===== src/rtl/uart_rx_fifo.sv =====
// UART receiver with majority-vote oversampling and a first-word-fall-through
// FIFO that stores each frame together with its parity/framing error flags.
module uart_rx_fifo #(
  parameter int CLK_FREQ   = 100_000_000,
  parameter int BAUD_RATE  = 9600,
  parameter int DATA_BITS  = 8,
  parameter int PARITY_EN  = 0,
  parameter int PARITY_ODD = 0,
  parameter int STOP_BITS  = 1,
  parameter int OVERSAMPLE = 16,
  parameter int FIFO_DEPTH = 8
) (
  input  logic                          PCLK,
  input  logic                          PRESET,
  input  logic                          rx_en,
  input  logic                          rx_rst,
  input  logic                          rx_serial,
  input  logic                          rd_en,
  input  logic                          err_clr,
  output logic [DATA_BITS-1:0]          rd_data,
  output logic                          rd_perr,
  output logic                          rd_ferr,
  output logic                          rd_valid,
  output logic [$clog2(FIFO_DEPTH):0]   fifo_count,
  output logic                          rx_busy,
  output logic                          rx_done,
  output logic                          overrun
);

  localparam int DIV   = CLK_FREQ / (BAUD_RATE * OVERSAMPLE);
  localparam int DIV_W = (DIV > 1) ? $clog2(DIV) : 1;
  localparam int OS_W  = $clog2(OVERSAMPLE);
  localparam int AW    = $clog2(FIFO_DEPTH);
  localparam int EW    = DATA_BITS + 2;

  typedef enum logic [2:0] {IDLE, START, DATA, PARITY, STOP, PUSH} state_t;

  state_t               state, state_n;
  logic                 flush;
  logic                 sync1, sync2, rx_prev;
  logic                 armed, start_det;
  logic [DIV_W-1:0]     div_cnt;
  logic [OS_W-1:0]      os_cnt;
  logic                 tick, decide, s0, s1, maj;
  logic [DATA_BITS-1:0] shift;
  logic [3:0]           bit_cnt;
  logic                 stop_cnt, stop_last;
  logic                 perr, ferr;
  logic [AW-1:0]        wr_ptr, rd_ptr;
  logic [EW-1:0]        mem [FIFO_DEPTH];
  logic [EW-1:0]        head;
  logic                 push_req, push_ok, pop, full;

  assign flush = PRESET | rx_rst;

  // NOTE: sequential state always uses non-blocking (<=) so every flop samples
  // pre-edge values; blocking here would make the synchronizer collapse to one flop.
  always_ff @(posedge PCLK) begin
    if (flush) begin
      sync1   <= 1'b1;
      sync2   <= 1'b1;
      rx_prev <= 1'b1;
    end else begin
      sync1   <= rx_serial;
      sync2   <= sync1;
      rx_prev <= sync2;
    end
  end

  assign rx_busy   = (state != IDLE);
  assign start_det = (state == IDLE) && rx_en && armed && rx_prev && !sync2;

  assign tick   = rx_busy && (div_cnt == DIV_W'(DIV - 1));
  assign decide = tick && (os_cnt == OS_W'(OVERSAMPLE / 2 + 1));
  assign maj    = (s0 & s1) | (s0 & sync2) | (s1 & sync2);

  always_ff @(posedge PCLK) begin
    if (flush || !rx_busy) begin
      div_cnt <= '0;
      os_cnt  <= '0;
    end else if (tick) begin
      div_cnt <= '0;
      os_cnt  <= (os_cnt == OS_W'(OVERSAMPLE - 1)) ? '0 : os_cnt + 1'b1;
    end else begin
      div_cnt <= div_cnt + 1'b1;
    end
  end

  assign stop_last = (STOP_BITS == 1) || stop_cnt;

  always_ff @(posedge PCLK) begin
    if (flush) state <= IDLE;
    else       state <= state_n;
  end

  // NOTE: state_n gets a default before the case so no path leaves it
  // unassigned; otherwise synthesis infers a latch.
  always_comb begin
    state_n = state;
    case (state)
      IDLE:   if (start_det) state_n = START;
      START:  if (decide) state_n = maj ? IDLE : DATA;
      DATA:   if (decide && bit_cnt == 4'(DATA_BITS - 1))
                state_n = (PARITY_EN != 0) ? PARITY : STOP;
      PARITY: if (decide) state_n = STOP;
      STOP:   if (decide && stop_last) state_n = PUSH;
      PUSH:   state_n = IDLE;
      default: state_n = IDLE;
    endcase
    if (!rx_en && state != IDLE && state != PUSH) state_n = IDLE;
  end

  always_ff @(posedge PCLK) begin
    if (flush) begin
      s0       <= 1'b1;
      s1       <= 1'b1;
      shift    <= '0;
      bit_cnt  <= '0;
      stop_cnt <= 1'b0;
      perr     <= 1'b0;
      ferr     <= 1'b0;
      armed    <= 1'b1;
    end else begin
      // After a framing error the line may sit in break; wait for it to go high.
      if (state == PUSH && ferr && !sync2) armed <= 1'b0;
      else if (sync2)                      armed <= 1'b1;
      if (tick && os_cnt == OS_W'(OVERSAMPLE / 2 - 1)) s0 <= sync2;
      if (tick && os_cnt == OS_W'(OVERSAMPLE / 2))     s1 <= sync2;
      if (start_det) begin
        bit_cnt  <= '0;
        stop_cnt <= 1'b0;
        perr     <= 1'b0;
        ferr     <= 1'b0;
      end else if (decide) begin
        case (state)
          DATA: begin
            shift   <= {maj, shift[DATA_BITS-1:1]};
            bit_cnt <= bit_cnt + 1'b1;
          end
          PARITY: perr <= (^{shift, maj}) ^ (PARITY_ODD != 0);
          STOP: begin
            ferr     <= ferr | ~maj;
            stop_cnt <= 1'b1;
          end
          default: ;
        endcase
      end
    end
  end

  assign push_req = (state == PUSH);
  assign full     = (fifo_count == (AW + 1)'(FIFO_DEPTH));
  assign pop      = rd_en && (fifo_count != '0);
  assign push_ok  = push_req && (!full || pop);

  always_ff @(posedge PCLK) begin
    if (flush) begin
      wr_ptr     <= '0;
      rd_ptr     <= '0;
      fifo_count <= '0;
      overrun    <= 1'b0;
    end else begin
      if (push_ok) wr_ptr <= wr_ptr + 1'b1;
      if (pop)     rd_ptr <= rd_ptr + 1'b1;
      if (push_ok && !pop)      fifo_count <= fifo_count + 1'b1;
      else if (!push_ok && pop) fifo_count <= fifo_count - 1'b1;
      if (push_req && full && !pop) overrun <= 1'b1;
      else if (err_clr)             overrun <= 1'b0;
    end
  end

  // NOTE: the storage array has no reset; outputs are masked by rd_valid
  // instead, which keeps the array as plain RAM.
  always_ff @(posedge PCLK) begin
    if (push_ok) mem[wr_ptr] <= {shift, perr, ferr};
  end

  assign head     = mem[rd_ptr];
  assign rd_valid = (fifo_count != '0);
  assign rd_data  = rd_valid ? head[EW-1:2] : '0;
  assign rd_perr  = rd_valid & head[1];
  assign rd_ferr  = rd_valid & head[0];
  assign rx_done  = push_ok;

endmodule


===== config.mk =====
export PLATFORM = sky130hd
export DESIGN_NAME = uart_rx_fifo
export DESIGN_NICKNAME = d
export VERILOG_FILES = /design/src/rtl/uart_rx_fifo.sv
export SDC_FILE = /design/constraint.sdc
export NUM_CORES = 1
export LEC_CHECK = 0
export BUFFER_PORTS_ARGS = -buffer_cell sky130_fd_sc_hd__clkbuf_2
export CORE_ASPECT_RATIO = 0.8
export CORE_MARGIN = 2
export CORE_UTILIZATION = 50
export DETAILED_ROUTE_END_ITERATION = 10
export PLACE_DENSITY = 0.76
export SLEW_MARGIN = 10
export SYNTH_ARGS = -nofsm -noshare
export SYNTH_HDL_FRONTEND = slang
export SYNTH_SLANG_ARGS = --single-unit

===== constraint.sdc =====
create_clock -name PCLK -period 5 [get_ports PCLK]
set_clock_uncertainty 0.1 [all_clocks]
set_input_delay 0.25 -clock PCLK [delete_from_list [all_inputs] [get_ports PCLK]]
set_output_delay 0.25 -clock PCLK [all_outputs]
set_load 0.01 [all_outputs]

# After elaboration in Yosys (flattened, before gate mapping)
# Memory sizes are Yosys's and may differ from the RTL's. A register that Yosys moved wholly into a read port is not among the register bits.
# Cells that the tools add are included.
# word_totals
regBits	48
ramBits	80
in_bits	7
out_inout_bits	18
n_memories	1
# memory_table
name	depth	word_bits	read_ports	rd_clocked_by_memory_dff	write_ports	line	rtl
mem	8	10	1	1	1	50	logic [EW-1:0] mem [FIFO_DEPTH];
# classes
n_addsub	7
eq_ne	18
n_mux	19
bitwise_logic	11
n_reduce_logical	42
# ops
op	n
$mux 3	7
$logic_and 1x1->1	19
$eq 4x4->1 const B	4
$pmux 3 s5	1
$add 4x1->4 const B	3
$mux 4	3
$add 10x1->10 const B	1
$eq 10x10->1 const B	1
$ne 2x2->1 const B	5
$reduce_xor 9->1	1
$eq 4x3->1 const B	2
$mux 8	1
$add 3x1->3 const B	2
$eq 3x2->1 const B	2
$eq 3x3->1 const B	2
$logic_not 1->1	6
$mux 1	6
$reduce_and 2->1	3
$reduce_bool 2->1	3
$reduce_or 2->1	3
$and 1x1->1	5
$reduce_and 5->1	1
$or 1x1->1	4
$reduce_bool 4->1	1
9 further kinds	11

# Longest topological paths before layout
# logic_depth
depth_word	8
ltp_mapped	11

# Worst setup path before layout
# Ideal clock, no wire load.
# synth_path
kind	register to register
startpoint	register fifo_count[0]
endpoint	register fifo_count[3]
arrival_ns	2.569
setup_slack_ns	2.260
path_stages_with_launch	11
n_path_buf	0
period_less_slack_ns	2.740
path_cell_list	dfxtp_1 -> nor3_1 -> a311oi_2 -> ha_1 -> inv_1 -> ha_1 -> a21o_1 -> a21oi_1 -> xnor2_1 -> or3_1 -> a21oi_1
# synth_via
elab_chain_len	7
# synth_rtl
item	line	rtl
start, declared	24	output logic [$clog2(FIFO_DEPTH):0] fifo_count,
start signal, assigned	165	if (push_ok && !pop) fifo_count <= fifo_count + 1'b1;
start signal, assigned	166	else if (!push_ok && pop) fifo_count <= fifo_count - 1'b1;
$eq 4x4->1 or $reduce_bool 4->1 (tied branches)	152, 153	
$logic_not 1->1 or $logic_and 1x1->1 (tied branches)	154, 153	
$logic_or 1x1->1 (*)	154	assign push_ok = push_req && (!full || pop);
$logic_and 1x1->1 (*)	154	
net rx_done	26	output logic rx_done,
$logic_not 1->1	166	
$logic_and 1x1->1	166	
$reduce_bool 2->1 (no source line)	n/a	
# The timed path passes the listed nets; every way through them passes the cells marked *. The select of a mux whose other input is x is not followed.
# A chain may end at the register's enable or synchronous reset.

# Worst setup path in the final report
# layout_path
startpoint	register fifo_count[0]
endpoint	memory mem[0][6] (netlist name) (enable)
# layout_via
elab_chain_len	6
# layout_rtl
item	line	rtl
$eq 4x4->1 or $reduce_bool 4->1 (tied branches)	152, 153	
$logic_not 1->1 or $logic_and 1x1->1 (tied branches)	154, 153	
$logic_or 1x1->1 (*)	154	
$logic_and 1x1->1 (*)	154	
$mux 1 (*)	175	if (push_ok) mem[wr_ptr] <= {shift, perr, ferr};
$mux 1 (implied by the code) (*)	175	
end, declared	50	
# Mark *: on every way between the ends. The rest lies on a longest branch, timed or not.

==> qor.yml <==
worst_setup_path:
  path_max_fanout: 7
  end_kind: "flop"
  cpPeakStageDelay_ns: 0.93
  crit_required_ns: 5.03
  r2r_slack_ns: 2.00
  slowest_stage: "nor3_1"
  cp_top_family: "simple AND/OR/NAND/NOR gates"
  crit_path_frequent_cell: "nor3_1"
  crit_buf_inv: 1
  crit_type: "reg2reg"
  start_kind: "flop"
  crit_path_cell_trace: "nor3_1 -> a311oi_2 -> nand2b_1 -> nor3_1 -> buf_4"
  worstPathArrival_ns: 3.03
timing:
  final.setup.tns_ns: 0
  slew_headroom_pct: 20.7
  worstMarginPinSlew_ns: 1.18
  rsz0062_at_grt: "false"
  period_share_pct: 60.0
  drv_slew: 0
  whs_ns: 0.0181
  finalHoldViolCount: 0
  setup_violations: 0
  final.min_clock_period_ns: 3.00
  fmax_mhz: 334
pwr:
  ir_drop_mv: 0.262
  power_leakage_nw: 2.14
  p_per_area_nw_per_um2: 371
route:
  routed_wl_um: 10000
  drt.antenna.violating_nets: 0
  first_pass_iters: 4
  drc: 0
  drt_iter0_markers: 181
  vias: 3119
  via_per_inst: 5.43
  routed_wire_length_per_instance_um: 17.5
floorplan:
  dieArea_um2: 11600
  start_util_pct: 51.9
  pin_count: 25
  row_count: 33
  die_h_um: 96.8
  coreArea_um2: 10400
  die_w_um: 120
synthesis:
  yosysMostFrequentCell: "edfxtp_1"
  ys_warn_count: 0
  ys_ff_latch: 131
  synth.distinct_cells: 47
  synthCells: 378
  synth_ff_type: "edfxtp_1"
  syn_area_per_cell_um2: 14.2
  ys_seq_area_share_pct: 63.6
  syn-num-nets: 397
  synth_top_cell_by_area: "edfxtp_1"
  netlist_area_um2: 5380
  synth_top_area_share_pct: 44.6
  synthTopCellsByCount: "80 x edfxtp_1, 57 x nor2_1, 51 x dfxtp_1, 26 x mux2i_1, 20 x mux4_2"
  synth-edff-count: 80
  ys_async_sr_fraction_pct: 0
  synth_area_leaders: "edfxtp_1 45%, dfxtp_1 19%, mux4_2 8.4%, mux2i_1 4.8%, nor2_1 4.0%"
cts:
  ctsResizeCount: 0
  cts_made_buffers: 17
  clock-root-buffer: "clkbuf_16"
  cts.clk_slew.worst_paths_ns: 0.06
  cts_tree: "built"
  htree_levels: 4
  max-clock-path-buffers: 2
  clk_latency_ns: 0.41
  clkSinkCount: 131
layout:
  fill_cells: 742
  layout.cells.non_filler: 574
  nNetsFinal: 440
  syn_to_final_growth_pct: 17.4
  drive_above_1_share_pct: 21.0
  antenna_cells: 0
grt:
  grt_pass1_wl_um: 16400
  antenna_found_initial: 0
  grt_max_degree: 22
  grtUsageTotal_pct: 18.7
  grt_pass1_vias: 3082
  grt_overflow: 0
placement:
  placedCellCount: 537
  finalWeightedCongestion: 0.867
  io_buffers: 24
  detailed_place_hpwl_um: 6300
run_status:
  status: "complete, no violations"
worst_hold_path:
  hp-class: "in2reg"
job:
  cap_viol_max_count: 0
-- timing repair --
| action | CTS | global route |
|---|---|---|
| endpoints found under the setup margin | 0 | 0 |
| endpoints found under the hold margin | 3 | 0 |
| hold buffers | 5 | 0 |
| buffers inserted | 0 | 0 |
-- metrics by stage --
step / total power [mW] / utilization [%] / worst slack, ns / area, um2
after global placement: 1.17 / 54.8 / 2.18 / 5680
after CTS: 2.36 / 61.0 / 2.00 / 6320
after floorplan: 1.16 / - / 2.26 / 5380
after detailed placement: 1.17 / 54.8 / 2.06 / 5680
final: 2.34 / 61.0 / 2.00 / 6320
after global routing: 2.40 / 61.0 / 1.80 / 6320
-- where the power goes --
group | internal (mW) | leakage, nW | switching (mW)
sequential | 1.13 | 1.15 | 0.000288
combinational | 0.00507 | 0.705 | 0.00758
clock | 0.666 | 0.281 | 0.529
total | 1.80 | 2.14 | 0.537
-- metal layers --
metal / track usage, % / part of all wire, %
met1: 26.2 / 48
met2: 28.3 / 46
met3: 4.36 / 4.3
met4: 7.42 / 1.7
met5: 0 / 0
-- sequential cells by signal, indices dropped and copies added, names as in the netlist, named ones only --
name,count
sync2,1
perr,1
os_cnt,4
overrun,1
mem,80
sync1,1
ferr,1
rx_prev,1
div_cnt,10
bit_cnt,4
state,3
wr_ptr,3
s1,1
shift,8
s0,1
fifo_count,4
rd_ptr,3
armed,1
-- worst paths after layout --
| path | start | endpoint | cells past startpoint |
|---|---|---|---|
| max | fifo_count[0] | mem[0][6] | 5 |
| min | rx_rst | rx_prev | 2 |
| max reg2reg | fifo_count[0] | mem[0][6] | 5 |
| min reg2reg | armed | armed | 1 |
-- worst register-to-register path, delay by kind of cell, from the launching register on --
family                 cells  cell delay (ns)
DFF                        1             0.48
buffers and inverters      1             0.30
and+or+nand+nor            3             1.28
AOI/OAI and AO/OA          1             0.55
-- cells by family (layout without fill, tap and decap cells) --
| family | count (synthesis) | count (layout) | synth area share [%] |
|---|---|---|---|
| xor gates and xnor gates | 25 | 25 | 4.32 |
| adders and majority gates | 13 | 13 | 3.11 |
| muxes | 46 | 46 | 13.2 |
| buffers and inverters | 19 | 75 | 1.49 |
| and+or+nand+nor | 123 | 123 | 11.7 |
| DFF | 131 | 131 | 63.6 |
| AOI/OAI and AO/OA | 21 | 21 | 2.58 |
-- cell type report --
class                      count  area (um2)  area share (%)
clock buffer                  17         425            6.73
timing repair buffer          35         215            3.41
multi-input combinational    228        1890            29.8
tap                          140         175            2.77
inverter                       8        30.0           0.475
clock inverter                15         164            2.59
sequential                   131        3420            54.2
-- cell usage in the layout, fill, tap and decap left out, types with 2 or more instances in the layout --
cell type,Yosys,layout
nand3_1,12,12
or3_1,5,5
and3_1,5,5
buf_4,1,6
or3_4,2,2
dlygate4sd3_1,0,5
inv_1,8,8
nand2b_1,5,5
o21ai_1,2,2
clkbuf_16,0,17
a21oi_1,9,9
xnor2_1,10,10
clkinvlp_4,0,2
nand4b_1,2,2
nor3_1,8,8
dfxtp_1,51,51
ha_1,11,11
mux4_2,20,20
clkbuf_2,0,24
nor2_1,57,57
edfxtp_1,80,80
mux2i_1,26,26
nor4_2,1,2
inv_8,0,2
nand2_1,14,14
xor2_1,14,14
clkinv_8,0,4
nand3b_1,2,2
a21o_1,2,2
inv_6,0,6
Power figures use the tool's default switching activity.
